$ cat src/rtl/pipe_result_buf.sv
// Result-side companion for the 3-stage pipeline f = ((a+b)+(c-d))*d.
// It delays a valid tag to match the pipeline, then buffers, sums and counts the tagged results.
module pipe_result_buf #(
   parameter int N     = 10,
   parameter int LAT   = 3,
   parameter int DEPTH = 4
) (
   input  logic                     clk,
   input  logic                     rst,
   input  logic                     in_valid,
   input  logic [N-1:0]             f,
   input  logic                     clr,
   output logic [N-1:0]             out_data,
   output logic                     out_valid,
   input  logic                     out_ready,
   output logic [$clog2(DEPTH):0]   level,
   output logic [2*N-1:0]           acc,
   output logic [15:0]              count,
   output logic                     ovf
);

   localparam int AW = $clog2(DEPTH);

   // Valid tag delay line; its last tap marks the cycle in which f belongs to a tagged operand set.
   logic [LAT-1:0] v;
   logic           cap;

   always_ff @(posedge clk or posedge rst) begin
      if (rst) begin
         v <= '0;
      end else begin
         v[0] <= in_valid;
         for (int i = 1; i < LAT; i++) begin
            v[i] <= v[i-1];
         end
      end
   end

   assign cap = v[LAT-1];

   // Output handshake: a word transfers on every rising edge where out_valid and out_ready
   // are both high; out_valid never depends on out_ready, and out_data is stable while
   // out_valid is high and no transfer occurs.
   logic [N-1:0] mem [DEPTH];
   logic [AW:0]  wr_ptr;
   logic [AW:0]  rd_ptr;
   logic         empty;
   logic         full;
   logic         pop;
   logic         push;
   logic         drop;

   // The extra pointer bit separates full from empty when the index bits match.
   assign empty = (wr_ptr == rd_ptr);
   assign full  = (wr_ptr[AW] != rd_ptr[AW]) && (wr_ptr[AW-1:0] == rd_ptr[AW-1:0]);
   assign pop   = !empty && out_ready;
   assign push  = cap && (!full || pop);
   assign drop  = cap && full && !pop;

   always_ff @(posedge clk or posedge rst) begin
      if (rst) begin
         wr_ptr <= '0;
         rd_ptr <= '0;
         for (int i = 0; i < DEPTH; i++) begin
            mem[i] <= '0;
         end
      end else begin
         if (push) begin
            mem[wr_ptr[AW-1:0]] <= f;
            wr_ptr              <= wr_ptr + 1'b1;
         end
         if (pop) begin
            rd_ptr <= rd_ptr + 1'b1;
         end
      end
   end

   assign out_data  = mem[rd_ptr[AW-1:0]];
   assign out_valid = !empty;
   assign level     = wr_ptr - rd_ptr;

   // Statistics follow the pipeline, so they update on every capture, dropped or not.
   logic [2*N:0] sum;
   assign sum = {1'b0, acc} + {{(N+1){1'b0}}, f};

   always_ff @(posedge clk or posedge rst) begin
      if (rst) begin
         acc   <= '0;
         count <= '0;
         ovf   <= 1'b0;
      end else if (clr) begin
         acc   <= '0;
         count <= '0;
         ovf   <= 1'b0;
      end else begin
         if (cap) begin
            acc   <= sum[2*N] ? {(2*N){1'b1}} : sum[2*N-1:0];
            count <= count + 16'd1;
         end
         if (drop) begin
            ovf <= 1'b1;
         end
      end
   end

endmodule

$ cat config.mk
export PLATFORM = sky130hd
export DESIGN_NAME = pipe_result_buf
export DESIGN_NICKNAME = d
export VERILOG_FILES = /design/src/rtl/pipe_result_buf.sv
export SDC_FILE = /design/constraint.sdc
export NUM_CORES = 1
export LEC_CHECK = 0
export CAP_MARGIN = 0
export CORE_UTILIZATION = 49
export DETAILED_ROUTE_END_ITERATION = 6
export PLACE_DENSITY = 0.83
export SYNTH_ARGS = -nofsm -noshare
export SYNTH_HDL_FRONTEND = slang
export SYNTH_SLANG_ARGS = --single-unit
export TNS_END_PERCENT = 30
$ cat constraint.sdc
create_clock -name clk -period 2.9 [get_ports clk]
set_input_delay 0.87 -clock clk [delete_from_list [all_inputs] [get_ports clk]]
set_output_delay 0.87 -clock clk [all_outputs]
set_load 0.01 [all_outputs]
======== Yosys cells after proc, flatten, opt, wreduce, memory -nomap -nowiden ========
Cells that the tools add are included.
operators by class
  mux-type cells .......................... 13
  add/sub/neg operators ................... 5
  $lt $le $gt $ge ......................... 3
  bitwise gates (word level) .............. 2
  equal/unequal tests ..................... 3
  reduce and logical (&&, ||, !) cells .... 12
operator list
  kind                                                                  number
  20-bit 2-to-1 mux                                                     3
  40-bit bitwise mux                                                    1
  16-bit 2-to-1 mux                                                     2
  10-bit 2-to-1 mux                                                     3
  20-bit by 10-bit adder with 21-bit output                             1
  10-bit binary-select mux with 2-bit select                            1
  10-bit demux with 2-bit select                                        1
  16-bit by 1-bit adder with 16-bit output, second input constant       1
  3-bit by 1-bit adder with 3-bit output, second input constant         2
  3-bit greater-or-equal comparator, second input constant              2
  1-bit logical AND                                                     6
  2-bit NOT with 3-bit output                                           2
  2-bit nonzero test                                                    2
  3-bit == test                                                         1
  1-bit zero test                                                       3
  3-bit by 1-bit < comparator with 1-bit output, second input constant  1
  3-bit subtractor                                                      1
  2-bit == test                                                         1
  1-bit 2-to-1 mux                                                      2
  1-bit logical OR                                                      1
  1-bit != test                                                         1
storage, ports and cells
  word-level logic and storage cells ...... 48
  bits of input ports ..................... 15
  register bits ........................... 86

======== Logic depth before layout (Yosys ltp) ========
  depth after elaboration ................. 7
  mapped depth ............................ 10

======== Worst setup path before layout ========
OpenSTA, ideal clock, no wires.
  kind .................................... input to register
  start ................................... input port f[0]
  end ..................................... register acc[19]
  path buffers ............................ 0
  stages on the path ...................... 8
  setup slack ............................. 0.215 ns
  arrival time ............................ 2.551 ns
  required time ........................... 2.766 ns
  path through ............................ ha_1 -> fa_1 -> a21oi_1 -> nand4b_1 -> a211oi_2 -> or2_2 -> and2b_2 -> a311oi_2
on the way
  word-level cells in the longest chain between the ends .. 4
RTL lines
  what                                       line  source
  start: declaration                         11    input logic [N-1:0] f,
  20-bit by 10-bit adder with 21-bit output  84    assign sum = {1'b0, acc} + {{(N+1){1'b0}}, f};
  20-bit 2-to-1 mux                          97    acc <= sum[2*N] ? {(2*N){1'b1}} : sum[2*N-1:0];
  20-bit 2-to-1 mux                          96    if (cap) begin
  20-bit 2-to-1 mux                          91    end else if (clr) begin
  end signal: assignment                     97
  end: declaration                           17    output logic [2*N-1:0] acc,
No other way between the ends. The select of a mux whose other input is x is not followed.
A chain may end at the register's enable or synchronous reset.

======== Worst setup path in the final report ========
  start ................................... register rd_ptr[0]
  end ..................................... output port out_data[6]
on the way
  word-level cells in the longest chain between the ends .. 4
RTL lines
  what                                                  line  source
  start: declaration                                    46    logic [AW:0] rd_ptr;
  start signal: assignment                              73    rd_ptr <= rd_ptr + 1'b1;
  2-bit NOT with 3-bit output (implied by the code)     78    assign out_data = mem[rd_ptr[AW-1:0]];
  10-bit binary-select mux with 2-bit select            78
  10-bit 2-to-1 mux (implied by the code) (2 in a row)  78
  end: declaration                                      13    output logic [N-1:0] out_data,
No other way between the ends. The select of a mux whose other input is x is not followed.

==> results_dict.tcl <==
set metrics [dict create \
    avgSynthCellArea_um2 11.8 \
    cts_buffers 9 \
    min_path_type "reg -> reg" \
    path_depth 3 \
    clkTransAtPathRegs_ns 0.09 \
    port_buffers 65 \
    reg2reg_to "acc[19]" \
    endpoint "out_data[6]" \
    mostFrequentLayoutCells "dfrtp_1 (85), clkdlybuf4s50_1 (59), mux2_2 (41)" \
    fin_setup_tns_ns 0 \
    cp.arrival_ns 1.98 \
    fmax_mhz 351 \
    drt_wl_total_mm 10.5 \
    die_area_um2 9400 \
    clock-sinks 86 \
    clockBufferDepth 2 \
    drtIter0Drc 260 \
    drv_cap 0 \
    cts_max_level 3 \
    ys_seq_area_share_pct 48.7 \
    slew_headroom_pct 68.8 \
    cp_top_family "buffers and inverters" \
    vias 3361 \
    fin_ws_ns 0.0524 \
    fin_worst_skew_ns 0.0142 \
    cts_tree "yes" \
    die_y_um 96.9 \
    worstSetupEndpointType "output pin" \
    rr_worst_depth 7 \
    setup_viol 0 \
    antenna_cells 0 \
    fillers 638 \
    antenna_found_initial 0 \
    crit_type "reg -> out" \
    dp_slack_ns -0.512 \
    startpoint_type "flop" \
    syn-cell-area_um2 4420 \
    core_area_um2 8720 \
    drv_slew 0 \
    required_ns 2.03 \
    area_growth_pct 30.4 \
    fp.dieW_um 96.9 \
    grt_use_total_pct 22.9 \
    peakVddDrop_mv 0.559 \
    synth_nets 409 \
    grt_pass1_vias 3434 \
    dp_hpwl_mm 7.33 \
    dp_cells 573 \
    p_total_w 0.00468 \
    path_max_fanout 12 \
    grt_pass1_wl_mm 16.9 \
    viasPerCell 5.71 \
    tightest_slew_ns 0.468 \
    crit_chain "buf_12 > mux4_2 > clkdlybuf4s50_1" \
    grt-ovfl-total 0 \
    worstReg2RegStart "acc[1]" \
    slowest_delay_ns 0.53 \
    layout.nets 511 \
    ios 66 \
    crit_start "rd_ptr[0]" \
    firstDrtPassIters 5 \
    final_cell_count_no_fill 589 \
    hold_ws_ns 0.348 \
    ys.flop_type "dfrtp_1" \
    rsz0062_at_grt "true" \
    fp-row-count 34 \
    drt-wirelength-per-cell_um 17.8 \
    ant_nets 0 \
    status "completed" \
    post-route-period-util_pct 98.2 \
    synthCells 374 \
    grt_max_degree 87 \
    leakage_nw 2.46 \
    place.gp.congestion 0.872 \
    critPathBufInv 2 \
    insertion_delay_ns 0.36 \
    rrSetupSlack_ns 0.56 \
    root_buffer "clkbuf_8" \
    layout-drive-gt1-share_pct 28.1 \
    layout_min_cycle_time_ns 2.85 \
    hold_viol_final 0 \
    synth_edf_count 0 \
    synth_cell_types 56 \
    worst_path_max_delay_cell "mux4_2" \
    start_util_pct 50.6 \
    power-per-cell-area_nw_per_um2 813 \
    yosys_warnings 0 \
    final_common_cell "dfrtp_1" \
    drcViolationCount 0 \
    async_flop_share_pct 100 \
    ctsHoldBuffers 0 \
    ys_ff_latch 86 \
]
==> routing by layer <==
metal / part of all wire [%] / vias to the layer above / global-route usage [%] / routed length (um)
met4: 1.8 / 0 / 9.07 / 183
li1: - / 1564 / - / -
met2: 52 / 87 / 39.1 / 5410
met5: 0 / - / 0 / 0
met1: 43 / 1694 / 29.1 / 4490
met3: 3.6 / 16 / 3.54 / 374
==> worst register-to-register path: stages (launching register included) <==
cell	delay [ns]
dfrtp_1	0.46
ha_1	0.33
a211o_2	0.33
a21oi_1	0.27
a21oi_2	0.11
or2_4	0.30
and2_2	0.22
a311oi_2	0.23
==> kinds of logic (layout without fill, tap and decap cells) <==
group	Yosys count	count (layout)	share of synthesized area, %
buf+inv	26	133	2.66
flops	86	86	48.7
simple gates	102	102	11.8
xor+xnor	25	25	4.96
mux	52	52	15.8
fa+ha+maj	20	20	6.01
compound gates	63	63	10.1
==> flip-flops by register name, indices dropped and copies added, names as in the netlist <==
name,count
acc,20
count,16
mem,40
ovf,1
rd_ptr,3
v,3
wr_ptr,3
==> Yosys cell counts, types with 2 or more instances <==
| cell type | n | area [um2] |
|---|---|---|
| dfrtp_1 | 86 | 2150 |
| mux2_2 | 41 | 462 |
| nor2_1 | 35 | 131 |
| nand2_1 | 21 | 78.8 |
| ha_1 | 18 | 225 |
| xnor2_1 | 17 | 149 |
| a21oi_1 | 15 | 75.1 |
| inv_1 | 13 | 48.8 |
| mux4_2 | 10 | 225 |
| nor3_1 | 10 | 50.1 |
| xor2_1 | 8 | 70.1 |
| a211oi_1 | 7 | 52.6 |
| a311oi_1 | 7 | 61.3 |
| a31oi_1 | 7 | 43.8 |
| nand3_1 | 7 | 35.0 |
| o21ai_0 | 7 | 35.0 |
| clkbuf_1 | 5 | 18.8 |
| buf_1 | 4 | 15.0 |
| or3_1 | 4 | 25.0 |
| a21o_1 | 3 | 22.5 |
| nand4_1 | 3 | 18.8 |
| nor2b_1 | 3 | 18.8 |
| o21bai_1 | 3 | 22.5 |
| and2_2 | 2 | 15.0 |
| and3_2 | 2 | 15.0 |
| buf_2 | 2 | 10.0 |
| fa_1 | 2 | 40.0 |
| nor3b_1 | 2 | 15.0 |
| o21a_1 | 2 | 15.0 |
| or4b_1 | 2 | 20.0 |
==> layout make-up <==
cell class / count / area [um2] / share of cell area (%)
multi-input combinational: 262 / 2250 / 39.1
sequential: 86 / 2150 / 37.4
timing repair buffer: 104 / 976 / 16.9
clock buffer: 13 / 149 / 2.58
tap: 108 / 135 / 2.35
inverter: 13 / 52.6 / 0.912
clock inverter: 3 / 43.8 / 0.760
==> how the worst min path moves through the flow <==
stage,start,to,slack [ns],cells after the start
detailed placement,v[0],v[1],0.34,0
finish,v[1],v[2],0.35,0
floorplan,v[0],v[1],0.33,0
global route,v[1],v[2],0.37,0
CTS,v[1],v[2],0.35,0
global placement,v[1],v[2],0.33,0
==> through the flow <==
| step | instance area (um2) | utilization, % |
|---|---|---|
| 2_1_floorplan | 4420 | - |
| 3_3_place_gp | 5440 | 62.4 |
| 3_5_place_dp | 5440 | 62.4 |
| 4_1_cts | 5660 | 64.9 |
| 5_1_grt | 5760 | 66.1 |
| 6_report | 5760 | 66.1 |
==> power breakdown <==
part           leakage (nW)  switching [W]  internal, W  total [W]
logic                  1.28       0.000831      0.00121    0.00204
registers              1.08       0.000239      0.00156    0.00180
clock network        0.0976       0.000425     0.000424   0.000848
==> what timing repair did <==
action | CTS | global route
pin swaps | 2 | 5
cloned | 0 | 0
resized for setup | 14 | 18
hold endpoints to repair | 0 | 0
setup endpoints to repair | 29 | 23
buffers inserted | 0 | 0
(Power assumes the default switching activity.)
